==> src/rtl/wbc_rr_arbiter_if.sv <==
// Bundle of request, grant and status signals shared by the control WISHBONE masters and the round-robin arbiter.
interface wbc_rr_arbiter_if;
  logic [2:0] cyc_i;
  logic       ack_i;
  logic [2:0] gnt_o;
  logic [1:0] gnt_id_o;
  logic       busy_o;
  logic [2:0] err_o;
  logic       timeout_o;
  logic [7:0] timeout_count_o;

  modport slave (
    input  cyc_i, ack_i,
    output gnt_o, gnt_id_o, busy_o, err_o, timeout_o, timeout_count_o
  );

  modport master (
    output cyc_i, ack_i,
    input  gnt_o, gnt_id_o, busy_o, err_o, timeout_o, timeout_count_o
  );
endinterface

==> src/rtl/wbc_rr_arbiter.sv <==
// Three-master round-robin arbiter for the control WISHBONE bus (pcic, turfc, hkmc).
// Define WBC_ARB_TIMEOUT_EN to compile in the no-ack watchdog, timeout error and blocked-master mask.
module wbc_rr_arbiter #(
  parameter int TIMEOUT_CYCLES = 256
) (
  input  logic               clk_i,
  input  logic               rst_i,
  wbc_rr_arbiter_if.slave    bus
);

`ifdef WBC_ARB_TIMEOUT_EN
  typedef enum logic [1:0] {S_IDLE, S_GRANT, S_ERR} state_t;
`else
  typedef enum logic [1:0] {S_IDLE, S_GRANT} state_t;
`endif

  state_t     r_state;
  state_t     w_stateNext;
  logic [1:0] r_lastOwner;
  logic [1:0] r_gntId;
  logic [2:0] w_elig;
  logic       w_anyElig;
  logic [1:0] w_cand1;
  logic [1:0] w_cand2;
  logic [1:0] w_nextOwner;
  logic [2:0] w_ownerOH;
  logic       w_grantEntry;

`ifdef WBC_ARB_TIMEOUT_EN
  localparam logic [15:0] LP_TO_LAST = 16'(TIMEOUT_CYCLES - 1);

  logic [15:0] r_wdog;
  logic [2:0]  r_blocked;
  logic [7:0]  r_toCount;

  assign w_elig = bus.cyc_i & ~r_blocked;
`else
  logic w_unused;

  assign w_unused = bus.ack_i | TIMEOUT_CYCLES[0];
  assign w_elig   = bus.cyc_i;
`endif

  assign w_ownerOH    = 3'b001 << r_gntId;
  assign w_anyElig    = |w_elig;
  assign w_grantEntry = (r_state == S_IDLE) && w_anyElig;

  // Round-robin search order: last+1, last+2, then last itself.
  always_comb begin
    w_cand1     = (r_lastOwner == 2'd2) ? 2'd0 : r_lastOwner + 2'd1;
    w_cand2     = (w_cand1 == 2'd2) ? 2'd0 : w_cand1 + 2'd1;
    w_nextOwner = r_lastOwner;
    if (w_elig[w_cand1]) begin
      w_nextOwner = w_cand1;
    end else if (w_elig[w_cand2]) begin
      w_nextOwner = w_cand2;
    end
  end

  always_ff @(posedge clk_i) begin
    if (rst_i) begin
      r_state <= S_IDLE;
    end else begin
      r_state <= w_stateNext;
    end
  end

  // Leaving GRANT always goes via IDLE, so a hand-over costs one bubble cycle.
  always_comb begin
    w_stateNext = r_state;
    case (r_state)
      S_IDLE: begin
        if (w_anyElig) begin
          w_stateNext = S_GRANT;
        end
      end
      S_GRANT: begin
        if (!bus.cyc_i[r_gntId]) begin
          w_stateNext = S_IDLE;
`ifdef WBC_ARB_TIMEOUT_EN
        end else if (!bus.ack_i && (r_wdog == LP_TO_LAST)) begin
          w_stateNext = S_ERR;
`endif
        end
      end
      default: begin
        w_stateNext = S_IDLE;
      end
    endcase
  end

  // The last owner resets to 2 so that master 0 wins first, while the visible id starts at 0.
  always_ff @(posedge clk_i) begin
    if (rst_i) begin
      r_lastOwner <= 2'd2;
      r_gntId     <= 2'd0;
    end else if (w_grantEntry) begin
      r_lastOwner <= w_nextOwner;
      r_gntId     <= w_nextOwner;
    end
  end

`ifdef WBC_ARB_TIMEOUT_EN
  always_ff @(posedge clk_i) begin
    if (rst_i) begin
      r_wdog <= 16'd0;
    end else if (w_grantEntry) begin
      r_wdog <= 16'd0;
    end else if (r_state == S_GRANT) begin
      r_wdog <= bus.ack_i ? 16'd0 : r_wdog + 16'd1;
    end
  end

  // A timed-out master stays blocked until its cyc is seen low.
  always_ff @(posedge clk_i) begin
    if (rst_i) begin
      r_blocked <= 3'b000;
      r_toCount <= 8'd0;
    end else begin
      r_blocked <= (r_blocked | ((r_state == S_ERR) ? w_ownerOH : 3'b000)) & bus.cyc_i;
      if ((r_state == S_ERR) && (r_toCount != 8'hFF)) begin
        r_toCount <= r_toCount + 8'd1;
      end
    end
  end
`endif

  always_comb begin
    bus.gnt_o    = (r_state != S_IDLE) ? w_ownerOH : 3'b000;
    bus.busy_o   = (r_state != S_IDLE);
    bus.gnt_id_o = r_gntId;
`ifdef WBC_ARB_TIMEOUT_EN
    bus.err_o           = (r_state == S_ERR) ? w_ownerOH : 3'b000;
    bus.timeout_o       = (r_state == S_ERR);
    bus.timeout_count_o = r_toCount;
`else
    bus.err_o           = 3'b000;
    bus.timeout_o       = 1'b0;
    bus.timeout_count_o = 8'd0;
`endif
  end

endmodule

==> src/flat_wrapper.sv <==
// flat-port wrapper written by rule: the top's interface ports become plain ports
module wbc_rr_arbiter_flat 
#(
  parameter int TIMEOUT_CYCLES = 256
)
  (clk_i, rst_i, bus_cyc_i, bus_ack_i, bus_gnt_o, bus_gnt_id_o, bus_busy_o, bus_err_o, bus_timeout_o, bus_timeout_count_o);
  wbc_rr_arbiter_if bus_i ();
  input  logic clk_i;
  input  logic rst_i;
  input wire logic [$bits(bus_i.cyc_i)-1:0] bus_cyc_i;
  input wire logic [$bits(bus_i.ack_i)-1:0] bus_ack_i;
  output wire logic [$bits(bus_i.gnt_o)-1:0] bus_gnt_o;
  output wire logic [$bits(bus_i.gnt_id_o)-1:0] bus_gnt_id_o;
  output wire logic [$bits(bus_i.busy_o)-1:0] bus_busy_o;
  output wire logic [$bits(bus_i.err_o)-1:0] bus_err_o;
  output wire logic [$bits(bus_i.timeout_o)-1:0] bus_timeout_o;
  output wire logic [$bits(bus_i.timeout_count_o)-1:0] bus_timeout_count_o;
  assign bus_i.cyc_i = bus_cyc_i;
  assign bus_i.ack_i = bus_ack_i;
  assign bus_gnt_o = bus_i.gnt_o;
  assign bus_gnt_id_o = bus_i.gnt_id_o;
  assign bus_busy_o = bus_i.busy_o;
  assign bus_err_o = bus_i.err_o;
  assign bus_timeout_o = bus_i.timeout_o;
  assign bus_timeout_count_o = bus_i.timeout_count_o;
  wbc_rr_arbiter #(.TIMEOUT_CYCLES(TIMEOUT_CYCLES)) u_core (.clk_i(clk_i), .rst_i(rst_i), .bus(bus_i));
endmodule
==> config.mk <==
export PLATFORM = sky130hd
export DESIGN_NAME = wbc_rr_arbiter_flat
export DESIGN_NICKNAME = d
export VERILOG_FILES = /design/src/rtl/wbc_rr_arbiter_if.sv /design/src/rtl/wbc_rr_arbiter.sv /design/src/flat_wrapper.sv
export SDC_FILE = /design/constraint.sdc
export NUM_CORES = 1
export LEC_CHECK = 0
export ABC_AREA = 1
export CORE_AREA = 4 4 41 43
export DETAILED_ROUTE_END_ITERATION = 8
export DIE_AREA = 0 0 45 47
export MAX_ROUTING_LAYER = met4
export PLACE_DENSITY_LB_ADDON = 0.15
export SETUP_SLACK_MARGIN = 0.3
export SLEW_MARGIN = 5
export SYNTH_ARGS = -nofsm -noshare
export SYNTH_HDL_FRONTEND = slang
export SYNTH_SLANG_ARGS = --single-unit
export TNS_END_PERCENT = 50
==> constraint.sdc <==
create_clock -name clk_i -period 1.4 [get_ports clk_i]
set_input_delay 0.21 -clock clk_i [delete_from_list [all_inputs] [get_ports clk_i]]
set_output_delay 0.21 -clock clk_i [all_outputs]
set_load 0.02 [all_outputs]
==> flow_summary.json, run 1 <==
{
  "outcome": "finished clean",
  "drtPass1Iterations": 2,
  "finalCriticalPeriod_ps": 1150,
  "grt.total_usage_pct": 10.7,
  "die_w_um": 45,
  "top_level_ports": 24,
  "rsz0062_at_grt": "true",
  "syn_area_um2": 435,
  "path_max_fanout": 7,
  "hold_slack_ps": 484,
  "grt.overflow.total": 0,
  "port_buffers": 10,
  "cpMaxStageDelayCell": "dfxtp_2",
  "worst-endpoint-arrival_ps": 1310,
  "via_count": 405,
  "fin_tns_setup_ps": 0,
  "crit_path_frequent_cell": "nand2_1",
  "via_per_inst": 4.01,
  "avgSynthCellArea_um2": 6.70,
  "wl_per_cell_um": 9.89,
  "grt_pass1_wl_mm": 1.51,
  "initial_core_util_pct": 33.5,
  "syn2layout_area_growth_pct": 45.1,
  "clock_latency_ps": 230,
  "grt_max_degree": 9,
  "synth_seq_cells": 4,
  "yosysUniqueCellTypes": 21,
  "cts.sinks": 4,
  "path_class": "reg -> reg",
  "hold_class": "reg -> reg",
  "hold_violations": 0,
  "drv_cap": 0,
  "syn_inst": 65,
  "final_nets": 94,
  "setup-violations-final": 0,
  "layout-drive-gt1-share_pct": 47.7,
  "slew_viol_final": 0,
  "cts-root-buf": "clkbuf_4",
  "period_share_pct": 81.8,
  "cp-start-kind": "flop",
  "p_leak_nw": 0.325,
  "yosysWarnings": 0,
  "grt_pass1_vias": 346,
  "die_area_um2": 2120,
  "h-tree-depth": 1,
  "core-area_um2": 1300,
  "clockBufferDepth": 2,
  "cts.clk_slew.worst_paths_ps": 40,
  "cts_buffers": 3,
  "synth-seq-area-share_pct": 18.4,
  "antenna_left": 0,
  "timing.fmax_mhz": 873,
  "gp_congestion": 0.769,
  "fill_cells": 149,
  "critPathLaunch": "u_core.bus.gnt_id_o[0]$_SDFFE_PP0P_",
  "min_from": "u_core.bus.gnt_id_o[1]$_SDFFE_PP0P_",
  "place_ws_ps": -19.8,
  "cts_tree": "yes",
  "pwr_density_cell_nw_per_um2": 921,
  "critPathMaxStageDelay_ps": 340,
  "r2r_start": "u_core.bus.gnt_id_o[0]$_SDFFE_PP0P_",
  "power_w": 0.000582,
  "drt-total-wl_um": 999,
  "dp_hpwl_um": 709,
  "dp_cells": 96,
  "drc": 0,
  "die_y_um": 47,
  "antennaDiodeCount": 0,
  "cp.required_ps": 1570,
  "drt-initial-drc-count": 4,
  "antenna_found_initial": 0,
  "cp_cell_sequence": "buf_8 > nor2_4 > nand2_2 > nand2_1 > nor2_1 > nand3_1 > nand2_1 > nand2_1 > a21oi_2",
  "crit_path_end_kind": "flop",
  "timing.final.ws_setup_ps": 254,
  "fin_skew_ps": 1.15,
  "row_count": 13,
  "ir_worst_vdd_mv": 0.294,
  "fin_cells": 101
}
area by class of cell:
type	count	area (µm²)	area share (%)
tap	15	18.8	2.97
inverter	10	37.5	5.94
timing repair buffer	21	178	28.1
multi-input combinational	48	288	45.5
clock buffer	3	22.5	3.56
sequential	4	87.6	13.9
cells in the mapped netlist, drive strengths merged:
cell / instances / share of area (%)
a21boi: 1 / 1.7
a21oi: 3 / 4.3
a31oi: 1 / 4.9
buf: 14 / 25
conb: 1 / 0.86
dfxtp: 4 / 18
inv: 10 / 8.6
nand2: 12 / 11
nand3: 4 / 8.0
nor2: 8 / 7.5
nor3: 1 / 1.1
o211ai: 2 / 3.4
o21ai: 3 / 3.4
o31ai: 1 / 1.7
cells by family (layout without fill, tap and decap cells):
| family | Yosys count | in the layout | share of synthesized area, % |
|---|---|---|---|
| buffers and inverters | 24 | 34 | 33.6 |
| other | 1 | 12 | 0.861 |
| AOI/OAI and AO/OA | 11 | 11 | 19.5 |
| DFF | 4 | 4 | 18.4 |
| and+or+nand+nor | 25 | 25 | 27.6 |
sequential cells by signal, indices dropped and copies added, names as in the netlist:
register	count
u_core.bus.gnt_id_o	2
u_core.r_lastOwner	1
u_core.r_state	1
metal layers:
layer	global-route usage, %	vias up	wire (µm)
met5	-	-	0
met3	3.45	0	68
met4	10.5	0	0
met2	15.5	12	559
met1	11.3	170	371
li1	-	223	-
repair_timing:
| action | 4_1_cts | 5_1_grt |
|---|---|---|
| setup buffers | 0 | 2 |
| hold buffers | 0 | 0 |
| resized for setup | 46 | 6 |
| endpoints found under the setup margin | 10 | 8 |
| pin swaps | 3 | 4 |
report_power, final:
| part | switching, W | total, W | leakage [nW] | internal [W] |
|---|---|---|---|---|
| Sequential | 0.0000217 | 0.000154 | 0.0343 | 0.000132 |
| Combinational | 0.000164 | 0.000284 | 0.277 | 0.000120 |
| Clock | 0.0000479 | 0.000144 | 0.0138 | 0.0000959 |
| Total | 0.000233 | 0.000582 | 0.325 | 0.000349 |
final timing paths:
| kind | to | slack, ps | cells after the start |
|---|---|---|---|
| setup / recovery | u_core.bus.gnt_id_o[0]$_SDFFE_PP0P_ | 250 | 9 |
| hold / removal | u_core.bus.gnt_id_o[1]$_SDFFE_PP0P_ | 480 | 2 |
| setup reg to reg | u_core.bus.gnt_id_o[0]$_SDFFE_PP0P_ | 250 | 9 |
| hold reg to reg | u_core.bus.gnt_id_o[1]$_SDFFE_PP0P_ | 480 | 2 |
worst max-delay path: cells and delay by family (launching register included):
kind                   cells  cell delay (ps)
buffers and inverters      1              140
DFF                        1              340
AOI/OAI and AO/OA          1              100
and+or+nand+nor            7              500
per-stage QoR:
| step | util [%] | area, µm² |
|---|---|---|
| 6_report | 48.6 | 632 |
| 5_1_grt | 48.6 | 632 |
| 4_1_cts | 45.4 | 591 |
| 3_5_place_dp | 42.6 | 554 |
| 3_3_place_gp | 42.6 | 554 |
| 2_1_floorplan | - | 477 |
cell usage in the layout, fill, tap and decap left out, types with 2 or more instances in the layout:
cell and count:
inv_2 7, a21oi_1 2, nor2_1 6, o211ai_1 2, buf_4 14, inv_1 3
nand2_1 10, conb_1 12, nand3_2 2, nor2_4 2, clkbuf_4 3, nand2_2 2
dlygate4sd2_1 3, dfxtp_2 3
No activity file was read; power rests on OpenSTA's default activity.
==> run 2: changes to the inputs <==
- clock period: 1.4 -> 1.2 ns (I/O delays scaled with it)
==> flow_summary.json, run 2 (synthesis gave the netlist of run 1 again) <==
{
  "outcome": "finished clean",
  "slew_viol_final": 0,
  "die_w_um": 45,
  "path_class": "reg -> reg",
  "final_common_cell": "conb_1",
  "h-tree-depth": 1,
  "pwr_density_cell_nw_per_um2": 1060,
  "power_w": 0.000672,
  "fin_skew_ps": 3.63,
  "grt_pass1_wl_mm": 1.49,
  "pwr-share-clk_pct": 24.4,
  "cts_tree": "yes",
  "die_y_um": 47,
  "ctsHoldBuffers": 0,
  "period_share_pct": 95.1,
  "seqCellArea_um2": 87.6,
  "rsz0062_at_grt": "true",
  "grt_max_degree": 9,
  "die_area_um2": 2120,
  "wl_per_cell_um": 9.04,
  "critPathMaxStageDelay_ps": 320,
  "hold_violations": 0,
  "grt.overflow.total": 0,
  "setup-violations-final": 0,
  "core-area_um2": 1300,
  "p_int_w": 0.000409,
  "top_level_ports": 24,
  "ir_worst_vdd_mv": 0.319,
  "cts-root-buf": "clkbuf_4",
  "place_area_um2": 587,
  "timing.final.ws_setup_ps": 58.4,
  "antenna_found_initial": 0,
  "hold_slack_ps": 550,
  "finalCriticalPeriod_ps": 1140,
  "drt-total-wl_um": 922,
  "crit_path_end_kind": "flop",
  "grt.total_usage_pct": 9.94,
  "multi_input_area_um2": 275,
  "syn2layout_area_growth_pct": 45.4,
  "layout-drive-gt1-share_pct": 51.7,
  "worst-endpoint-arrival_ps": 1300,
  "cts_buffers": 3,
  "fill_cells": 158,
  "drc": 0,
  "antennaDiodeCount": 0,
  "grt_pass1_vias": 393,
  "final_area_um2": 633,
  "gp_congestion": 0.823,
  "seq_power_share_pct": 26.6,
  "cpMaxStageDelayCell": "dfxtp_2",
  "via_per_inst": 4.18,
  "clockBufferDepth": 2,
  "cp.required_ps": 1360,
  "largest_reg_flops": 2,
  "port_buffers": 10,
  "combPwrFrac_pct": 49.0,
  "place_ws_ps": -257,
  "drv_cap": 0,
  "switching_share_pct": 39.1,
  "clock_latency_ps": 230,
  "switching_power_w": 0.000263,
  "post-route-util_pct": 48.7,
  "final_nets": 95,
  "cp_cell_sequence": "buf_6 > nand3_2 > nand2_1 > nor2_2 > nor2_1 > nor2_1 > nand2_1 > a21oi_2",
  "antenna_left": 0,
  "initial_core_util_pct": 33.5,
  "drtPass1Iterations": 4,
  "p_leak_nw": 0.327,
  "drt-initial-drc-count": 5,
  "final_cell_mix": "conb_1 (12), buf_4 (11), nand2_1 (9), inv_2 (6), buf_6 (6)",
  "timing.fmax_mhz": 876,
  "dp_hpwl_um": 754,
  "hold_class": "in -> reg",
  "path_max_fanout": 8,
  "via_count": 426,
  "cp-start-kind": "flop",
  "cts.sinks": 4,
  "row_count": 13,
  "cts.clk_slew.worst_paths_ps": 30
}
-- run 2: changes by cell type in the layout (fill, tap and decap cells not counted), sizes merged --
cell / before / now
clkdlybuf4s15: 1 / 0
buf: 16 / 18
-- run 2: routing by layer --
metal	GRT usage (%)	vias to the layer above	wire, µm
li1	-	226	-
met1	10.7	188	370
met2	16.1	12	495
met3	2.30	0	57
met4	7.02	0	0
met5	-	-	0
-- run 2: final cells by class --
type	instances	share of cell area, %
flip-flops and latches	4	13.8
multi-input cells	48	43.5
repair buffers	22	30.2
well taps	15	2.96
clock buffers	3	3.56
inverters	10	5.93
-- run 2: critical path, delay by kind of cell, from the launching register on --
family	cells	cell delay (ps)
AO/OA/AOI/OAI	1	100
buffers and inverters	1	140
flip-flops	1	320
AND/OR/NAND/NOR	6	500
-- run 2: power by group through the flow --
stage                     clock network (W)  logic (W)  registers [W]
after floorplan                           0   0.000225       0.000185
after global placement                    0   0.000313       0.000177
after detailed placement                  0   0.000312       0.000177
after CTS                          0.000172   0.000317       0.000178
after global routing               0.000185   0.000365       0.000180
final                              0.000164   0.000329       0.000179
-- run 2: through the flow --
step / std cells / TNS, ps
final: 102 / 0
after global routing: 102 / -84.5
after CTS: 101 / 0
after detailed placement: 97 / -1330
after global placement: 97 / -1300
after floorplan: 76 / 0
-- run 2: path summary, 6_finish.rpt --
kind / cells after the start / slack, ps / from / endpoint
worst min-delay path: 2 / 550 / rst_i / u_core.bus.gnt_id_o[0]$_SDFFE_PP0P_
worst min register to register: 2 / 600 / u_core.r_lastOwner[1]$_SDFFE_PP1P_ / u_core.r_lastOwner[1]$_SDFFE_PP1P_
worst max register to register: 8 / 60 / u_core.bus.gnt_id_o[0]$_SDFFE_PP0P_ / u_core.bus.gnt_id_o[0]$_SDFFE_PP0P_
worst max-delay path: 8 / 60 / u_core.bus.gnt_id_o[0]$_SDFFE_PP0P_ / u_core.bus.gnt_id_o[0]$_SDFFE_PP0P_
-- run 2: repair_timing --
| item | CTS | global route |
|---|---|---|
| endpoints found under the setup margin | 10 | 10 |
| setup buffers | 1 | 1 |
| pin swaps | 4 | 1 |
| gates resized for setup | 38 | 8 |
| endpoints found under the hold margin | 0 | 0 |
